`config.mk`:
```
export PLATFORM = sky130hd
export DESIGN_NAME = psum_accumulator
export DESIGN_NICKNAME = d
export VERILOG_FILES = /design/src/rtl/psum_accumulator_pkg.sv /design/src/rtl/psum_accumulator_result_fifo.sv /design/src/rtl/psum_accumulator.sv
export SDC_FILE = /design/constraint.sdc
export NUM_CORES = 1
export LEC_CHECK = 0
export ABC_CLOCK_PERIOD_IN_PS = 2600
export CORE_MARGIN = 1.5
export CORE_UTILIZATION = 33
export CTS_CLUSTER_SIZE = 20
export DETAILED_ROUTE_END_ITERATION = 16
export PLACE_DENSITY_LB_ADDON = 0.3
export SLEW_MARGIN = 20
export SYNTH_ARGS = -nofsm -noshare
export SYNTH_HDL_FRONTEND = slang
export SYNTH_SLANG_ARGS = --single-unit
```
`constraint.sdc`:
```
create_clock -name clk -period 2.6 [get_ports clk]
set_input_delay 0.78 -clock clk [delete_from_list [all_inputs] [get_ports clk]]
set_output_delay 0.78 -clock clk [all_outputs]
set_load 0.05 [all_outputs]
```
`src/rtl/psum_accumulator_pkg.sv`:
```
// Shared definitions for the partial-sum accumulator: FSM encoding,
// default datapath widths and error-flag bit positions.
package psum_accumulator_pkg;

    localparam int unsigned PSUM_W_DEF = 16;
    localparam int unsigned ACC_W_DEF  = 20;
    localparam int unsigned CH_W       = 2;

    localparam int unsigned ERR_OVF = 0;   // result FIFO overflow
    localparam int unsigned ERR_CNT = 1;   // channel-count mismatch

    typedef enum logic [1:0] {
        ST_IDLE  = 2'd0,
        ST_ACCUM = 2'd1,
        ST_DRAIN = 2'd2,
        ST_DONE  = 2'd3
    } state_t;

endpackage

```
`src/rtl/psum_accumulator_result_fifo.sv`:
```
// result_fifo: synchronous FIFO holding accumulated results.
//   clk, rst_n : clock, async active-low reset (contents cleared)
//   push/wdata : write request; dropped when full unless a pop happens too
//   pop        : read request; ignored when empty
//   rdata      : head entry (storage flop, no extra latency)
//   full/empty : registered occupancy flags
module result_fifo #(
    parameter int unsigned WIDTH = 22,
    parameter int unsigned DEPTH = 2
) (
    input  logic             clk,
    input  logic             rst_n,
    input  logic             push,
    input  logic             pop,
    input  logic [WIDTH-1:0] wdata,
    output logic [WIDTH-1:0] rdata,
    output logic             full,
    output logic             empty
);

    localparam int unsigned PTR_W = (DEPTH > 1) ? $clog2(DEPTH) : 1;
    localparam int unsigned CNT_W = $clog2(DEPTH + 1);

    logic [WIDTH-1:0] mem_q [DEPTH];
    logic [WIDTH-1:0] mem_d [DEPTH];
    logic [PTR_W-1:0] wr_ptr_q, wr_ptr_d;
    logic [PTR_W-1:0] rd_ptr_q, rd_ptr_d;
    logic [CNT_W-1:0] count_q, count_d;
    logic             full_q, full_d;
    logic             empty_q, empty_d;
    logic             do_push, do_pop;

    // Occupancy, pointer and storage update
    always_comb begin
        mem_d    = mem_q;
        wr_ptr_d = wr_ptr_q;
        rd_ptr_d = rd_ptr_q;
        count_d  = count_q;
        do_pop   = pop && !empty_q;
        // A pop in the same cycle frees the slot a full FIFO needs
        do_push  = push && (!full_q || do_pop);
        if (do_push) begin
            mem_d[wr_ptr_q] = wdata;
            wr_ptr_d = (wr_ptr_q == PTR_W'(DEPTH - 1)) ? '0 : wr_ptr_q + PTR_W'(1);
        end
        if (do_pop) begin
            rd_ptr_d = (rd_ptr_q == PTR_W'(DEPTH - 1)) ? '0 : rd_ptr_q + PTR_W'(1);
        end
        if (do_push && !do_pop) begin
            count_d = count_q + CNT_W'(1);
        end else if (do_pop && !do_push) begin
            count_d = count_q - CNT_W'(1);
        end
        full_d  = (count_d == CNT_W'(DEPTH));
        empty_d = (count_d == '0);
    end

    always_ff @(posedge clk or negedge rst_n) begin
        if (!rst_n) begin
            for (int i = 0; i < int'(DEPTH); i++) begin
                mem_q[i] <= '0;
            end
            wr_ptr_q <= '0;
            rd_ptr_q <= '0;
            count_q  <= '0;
            full_q   <= 1'b0;
            empty_q  <= 1'b1;
        end else begin
            mem_q    <= mem_d;
            wr_ptr_q <= wr_ptr_d;
            rd_ptr_q <= rd_ptr_d;
            count_q  <= count_d;
            full_q   <= full_d;
            empty_q  <= empty_d;
        end
    end

    assign rdata = mem_q[rd_ptr_q];
    assign full  = full_q;
    assign empty = empty_q;

endmodule

```
`src/rtl/psum_accumulator.sv`:
```
// psum_accumulator: sums per-input-channel partial sums from the PE and
// queues one result per output channel into a small result FIFO.
//   start_conv, cfg_ci, cfg_co : start a convolution, channel counts minus 1
//   p_valid_in, last_channel_in, end_conv_in, psum_in : PE stream
//   result_valid/ready/data/co : FIFO head handshake
//   busy, done, err            : status (err is sticky until next start)
module psum_accumulator
    import psum_accumulator_pkg::*;
#(
    parameter int unsigned PSUM_W     = PSUM_W_DEF,
    parameter int unsigned ACC_W      = ACC_W_DEF,
    parameter int unsigned FIFO_DEPTH = 2
) (
    input  logic              clk,
    input  logic              rst_n,
    input  logic              start_conv,
    input  logic [1:0]        cfg_ci,
    input  logic [1:0]        cfg_co,
    input  logic              p_valid_in,
    input  logic              last_channel_in,
    input  logic              end_conv_in,
    input  logic [PSUM_W-1:0] psum_in,
    output logic              result_valid,
    input  logic              result_ready,
    output logic [ACC_W-1:0]  result_data,
    output logic [1:0]        result_co,
    output logic              busy,
    output logic              done,
    output logic [1:0]        err
);

    localparam int unsigned ENT_W = ACC_W + CH_W;
    localparam int unsigned EXT_W = ACC_W - PSUM_W;

    state_t            state_q, state_d;
    logic [ACC_W-1:0]  acc_q, acc_d;
    logic [CH_W-1:0]   ci_q, ci_d;
    logic [CH_W-1:0]   co_q, co_d;
    logic [CH_W-1:0]   ci_cfg_q, ci_cfg_d;
    logic [CH_W-1:0]   co_cfg_q, co_cfg_d;
    logic [1:0]        err_q, err_d;
    logic              busy_q, busy_d;
    logic              done_q, done_d;

    logic [ACC_W-1:0]  psum_ext_c;
    logic [ACC_W-1:0]  sum_c;
    logic              accept_c, push_c, pop_c;
    logic [ENT_W-1:0]  fifo_rdata;
    logic              fifo_full, fifo_empty;

    assign psum_ext_c = {{EXT_W{psum_in[PSUM_W-1]}}, psum_in};
    assign sum_c      = acc_q + psum_ext_c;   // wraps modulo 2^ACC_W
    assign accept_c   = (state_q == ST_ACCUM) && p_valid_in;
    assign push_c     = accept_c && last_channel_in;
    assign pop_c      = !fifo_empty && result_ready;

    // State register
    always_ff @(posedge clk or negedge rst_n) begin
        if (!rst_n) begin
            state_q <= ST_IDLE;
        end else begin
            state_q <= state_d;
        end
    end

    // Next-state logic
    always_comb begin
        state_d = state_q;
        case (state_q)
            ST_IDLE:  if (start_conv)  state_d = ST_ACCUM;
            ST_ACCUM: if (end_conv_in) state_d = ST_DRAIN;
            ST_DRAIN: if (fifo_empty)  state_d = ST_DONE;
            ST_DONE:  state_d = ST_IDLE;
            default:  state_d = ST_IDLE;
        endcase
    end

    // Status outputs registered from the next state so they align with it
    always_comb begin
        busy_d = (state_d != ST_IDLE);
        done_d = (state_d == ST_DONE);
    end

    // Accumulator, channel counters, config latch and sticky errors
    always_comb begin
        acc_d    = acc_q;
        ci_d     = ci_q;
        co_d     = co_q;
        ci_cfg_d = ci_cfg_q;
        co_cfg_d = co_cfg_q;
        err_d    = err_q;
        if (state_q == ST_IDLE && start_conv) begin
            ci_cfg_d = cfg_ci;
            co_cfg_d = cfg_co;
            acc_d    = '0;
            ci_d     = '0;
            co_d     = '0;
            err_d    = '0;
        end else if (push_c) begin
            acc_d = '0;
            ci_d  = '0;
            co_d  = (co_q == co_cfg_q) ? '0 : co_q + CH_W'(1);
            if (ci_q != ci_cfg_q) begin
                err_d[ERR_CNT] = 1'b1;
            end
            if (fifo_full && !pop_c) begin
                err_d[ERR_OVF] = 1'b1;
            end
        end else if (accept_c) begin
            acc_d = sum_c;
            ci_d  = ci_q + CH_W'(1);
        end
    end

    always_ff @(posedge clk or negedge rst_n) begin
        if (!rst_n) begin
            acc_q    <= '0;
            ci_q     <= '0;
            co_q     <= '0;
            ci_cfg_q <= '0;
            co_cfg_q <= '0;
            err_q    <= '0;
            busy_q   <= 1'b0;
            done_q   <= 1'b0;
        end else begin
            acc_q    <= acc_d;
            ci_q     <= ci_d;
            co_q     <= co_d;
            ci_cfg_q <= ci_cfg_d;
            co_cfg_q <= co_cfg_d;
            err_q    <= err_d;
            busy_q   <= busy_d;
            done_q   <= done_d;
        end
    end

    result_fifo #(
        .WIDTH (ENT_W),
        .DEPTH (FIFO_DEPTH)
    ) u_result_fifo (
        .clk   (clk),
        .rst_n (rst_n),
        .push  (push_c),
        .pop   (pop_c),
        .wdata ({sum_c, co_q}),
        .rdata (fifo_rdata),
        .full  (fifo_full),
        .empty (fifo_empty)
    );

    assign result_valid = !fifo_empty;
    assign result_data  = fifo_rdata[ENT_W-1:CH_W];
    assign result_co    = fifo_rdata[CH_W-1:0];
    assign busy         = busy_q;
    assign done         = done_q;
    assign err          = err_q;

endmodule

```
==> results.yml <==
synthesis:
  yosys.area_share.xor_xnor: 0.03841
  ys_seq_elements: 84
  synth-async-reset-ratio: 1.000
  postSynthCellCount: 466
  syn_nets: 513
  synthDistinctLibCells: 57
  yosys.area_share.adder: 0.05652
  synth-edff-count: 0
  synth_area_mm2: 0.004561
  synthMuxAreaShare: 0.08066
  postSynth.topFlopCell: "dfrtp_1"
  synth_top_family_by_area: "compound AO/OA/AOI/OAI gates"
  yosysWarnings: 0
  syn_avg_cell_area_um2: 9.787
  synth_compound_area_frac: 0.1830
  seq_area_frac_synth: 0.4612
  synth-simple-area-share: 0.1528
power:
  power.switching_mw: 3.401
  p_seq_frac: 0.282
  power.density_mw_per_mm2: 1260
  combPwrFrac: 0.559
  p_clk_frac: 0.159
  p_leak_nw: 2.856
  power_switching_share: 0.4315
  ir_worst_vdd_uv: 569.1
  p_total_mw: 7.883
  internal-power_mw: 4.481
clocking:
  htreeDepth: 3
  clock_latency_ns: 0.35
  cts_buffers: 9
  cts.sinks: 84
  root_buffer: "clkbuf_16"
  cts_tree: "done"
  clk_pin_slew_ns: 0.07
  ctsLongestPathBuffers: 2
sta:
  layout_setup_ws_ns: 0.08770
  worst_slew_margin_rel: 0.6438
  min_period_over_period: 0.9663
  worst_pin_slew_ns: 0.5344
  setup_violations: 0
  holdWs_ns: 0.4178
  rsz0062_at_grt: "no"
  period_needed_ns: 2.512
  tns_ns: 0
  hold_violations: 0
  fmax_mhz: 398.0
  worst_clock_skew_ns: 0.01072
  finalMaxSlewViolations: 0
drt:
  ant_nets: 0
  drtIter0Drc: 107
  vias: 3749
  wl_met1_um: 5189
  met2_length_um: 5630
  drc: 0
  drt_wl_total_um: 11310
  wl_met3_um: 345
  top_layer: "met4"
  dr.pass1.iters: 4
  vias_per_cell: 4.901
  wl_per_cell_um: 14.78
place:
  place.gp.congestion: 0.8205
  dp_hpwl_um: 8541
  io_buffer_count: 53
  dp_cells: 745
  dpl_cell_area_mm2: 0.005722
  place_ws_ns: -0.6429
setup_path:
  r2r_end: "acc_q[18]"
  rr_worst_depth: 9
  reg2reg_from: "acc_q[0]"
  cp_max_fo: 6
  reg2reg_slack_ns: 0.36
  critPathRequiredTime_ns: 2.84
  critPathKind: "in -> reg"
  worstPathArrival_ns: 2.76
  cp-start-kind: "primary input"
  end_kind: "flip-flop"
floorplan:
  die_area_mm2: 0.01453
  row_count: 42
  io_pins: 54
  die_x_um: 120.6
  placeableCoreArea_mm2: 0.01335
  start_util: 0.3417
  die_h_um: 120.6
layout:
  drive_gt1_frac: 0.3243
  fin_cells: 765
  final_core_util: 0.4685
  post-route-cell-area_mm2: 0.006254
  diodes: 0
  area_growth_pct: 37.12
  fin_nets: 631
status:
  status: "finished clean"
grt:
  grt_max_degree: 41
  grt-ovfl-total: 0
  grt_usage: 0.1666
  grt_pass1_vias: 3942
  grt_pass1_wl_um: 18840
  antenna_found_initial: 0
worst_hold_path:
  hold_class: "in -> async"
job:
  drv_cap: 0
-- area by class of cell --
cell class,count,area [µm²]
Timing Repair Buffer,126,1037
Clock buffer,12,266.5
Tap cell,176,220.2
Inverter,10,37.54
Sequential cell,84,2103
Fill cell,1293,7094
Multi-Input combinational cell,353,2556
Clock inverter,4,32.53
-- how the worst max path moves through the flow --
stage / from / end / slack, ns / cells after the start
after floorplan: psum_in[7] / acc_q[18] / 0.03 / 7
after global placement: psum_in[0] / u_result_fifo.mem_q[42] / -0.60 / 10
final: psum_in[14] / acc_q[17] / 0.09 / 8
after global routing: psum_in[0] / u_result_fifo.mem_q[34] / 0.002 / 11
after CTS: psum_in[9] / acc_q[15] / 0.02 / 11
after detailed placement: psum_in[0] / u_result_fifo.mem_q[42] / -0.64 / 10
-- synthesized netlist by cell type, types with 2 or more instances --
cell type   n  area, µm²
o21ai_1     6      30.03
nor3b_1     3      22.52
nor3_1      5      25.02
mux2_2     29      326.6
nor2b_1     4      25.02
mux2i_1     3      30.03
a21o_1      7      52.55
dfrtp_1    83       2077
nand3_1     4      20.02
a32o_1      2      20.02
nand2b_1    3      18.77
a31oi_1     7      43.79
o2111ai_1   2      17.52
buf_1       2      7.510
inv_1      10      37.54
buf_2       5      25.02
o21ai_0    49      245.2
o211ai_1    3      22.52
and2_1      6      37.54
a31o_2      2      17.52
xnor2_1    12      105.1
nand2_1    88      330.3
o31ai_1     8      60.06
or2_2       2      12.51
clkbuf_1   11      41.29
or3_4       2      22.52
and3_1      7      43.79
xor2_1      8      70.07
a21oi_2     3      26.28
a31o_1      4      35.03
o21a_1      2      15.01
ha_1       19      237.7
nor2_1     17      63.81
a21oi_1    25      125.1
-- registers in the layout, indices dropped and copies added, names as in the netlist --
name,flops
u_result_fifo.empty,1
co_q,2
busy,1
u_result_fifo.count_q,2
ci_q,2
state_q,2
u_result_fifo.wr_ptr_q,1
done,1
u_result_fifo.rd_ptr_q,1
u_result_fifo.full,1
err,2
acc_q,20
ci_cfg_q,2
u_result_fifo.mem_q,44
co_cfg_q,2
-- kinds of logic (layout without fill, tap and decap cells) --
group,after synthesis,in the layout
and+or+nand+nor,150,150
DFF,84,84
muxes,33,33
adders and majority gates,20,20
buffers and inverters,29,152
AOI/OAI and AO/OA,130,130
xor gates and xnor gates,20,20
-- worst max-delay path, cell delays in order --
cell and delay [ns]:
clkdlybuf4s50_1 0.49, ha_2 0.32, a21oi_1 0.19, o211ai_1 0.14
o2111ai_1 0.14, nand2_1 0.10, or3_4 0.35, a32o_1 0.25
-- what timing repair did --
| action | in CTS | in global routing |
|---|---|---|
| hold buffers | 0 | 0 |
| gates resized for setup | 33 | 14 |
| gates cloned | 0 | 0 |
| endpoints found under the setup margin | 33 | 24 |
| buffers inserted | 4 | 0 |
| pin swaps | 21 | 7 |
-- layout by cell type, fill, tap and decap left out, types with 9 or more instances in the layout --
cell type	instances
ha_4	9
mux2_2	28
a21oi_1	18
a21oi_2	10
xnor2_1	12
dfrtp_1	83
buf_4	94
inv_1	9
clkdlybuf4s50_1	20
o21ai_0	47
clkbuf_16	9
nand2_1	88
dlygate4sd2_1	9
nor2_1	16
-- power by group through the flow --
stage	Combinational, mW	Sequential (mW)	Clock (mW)
finish	4.40	2.22	1.26
global route	4.79	2.30	1.35
CTS	4.37	2.22	1.29
detailed placement	4.19	2.22	0
global placement	4.14	2.19	0
floorplan	2.76	2.20	0
-- layer usage --
metal	GRT usage	vias up
li1	-	1880
met4	0.05000	0
met1	0.2069	1814
met5	0	-
met2	0.2880	45
met3	0.03868	10
(Power assumes the default switching activity.)
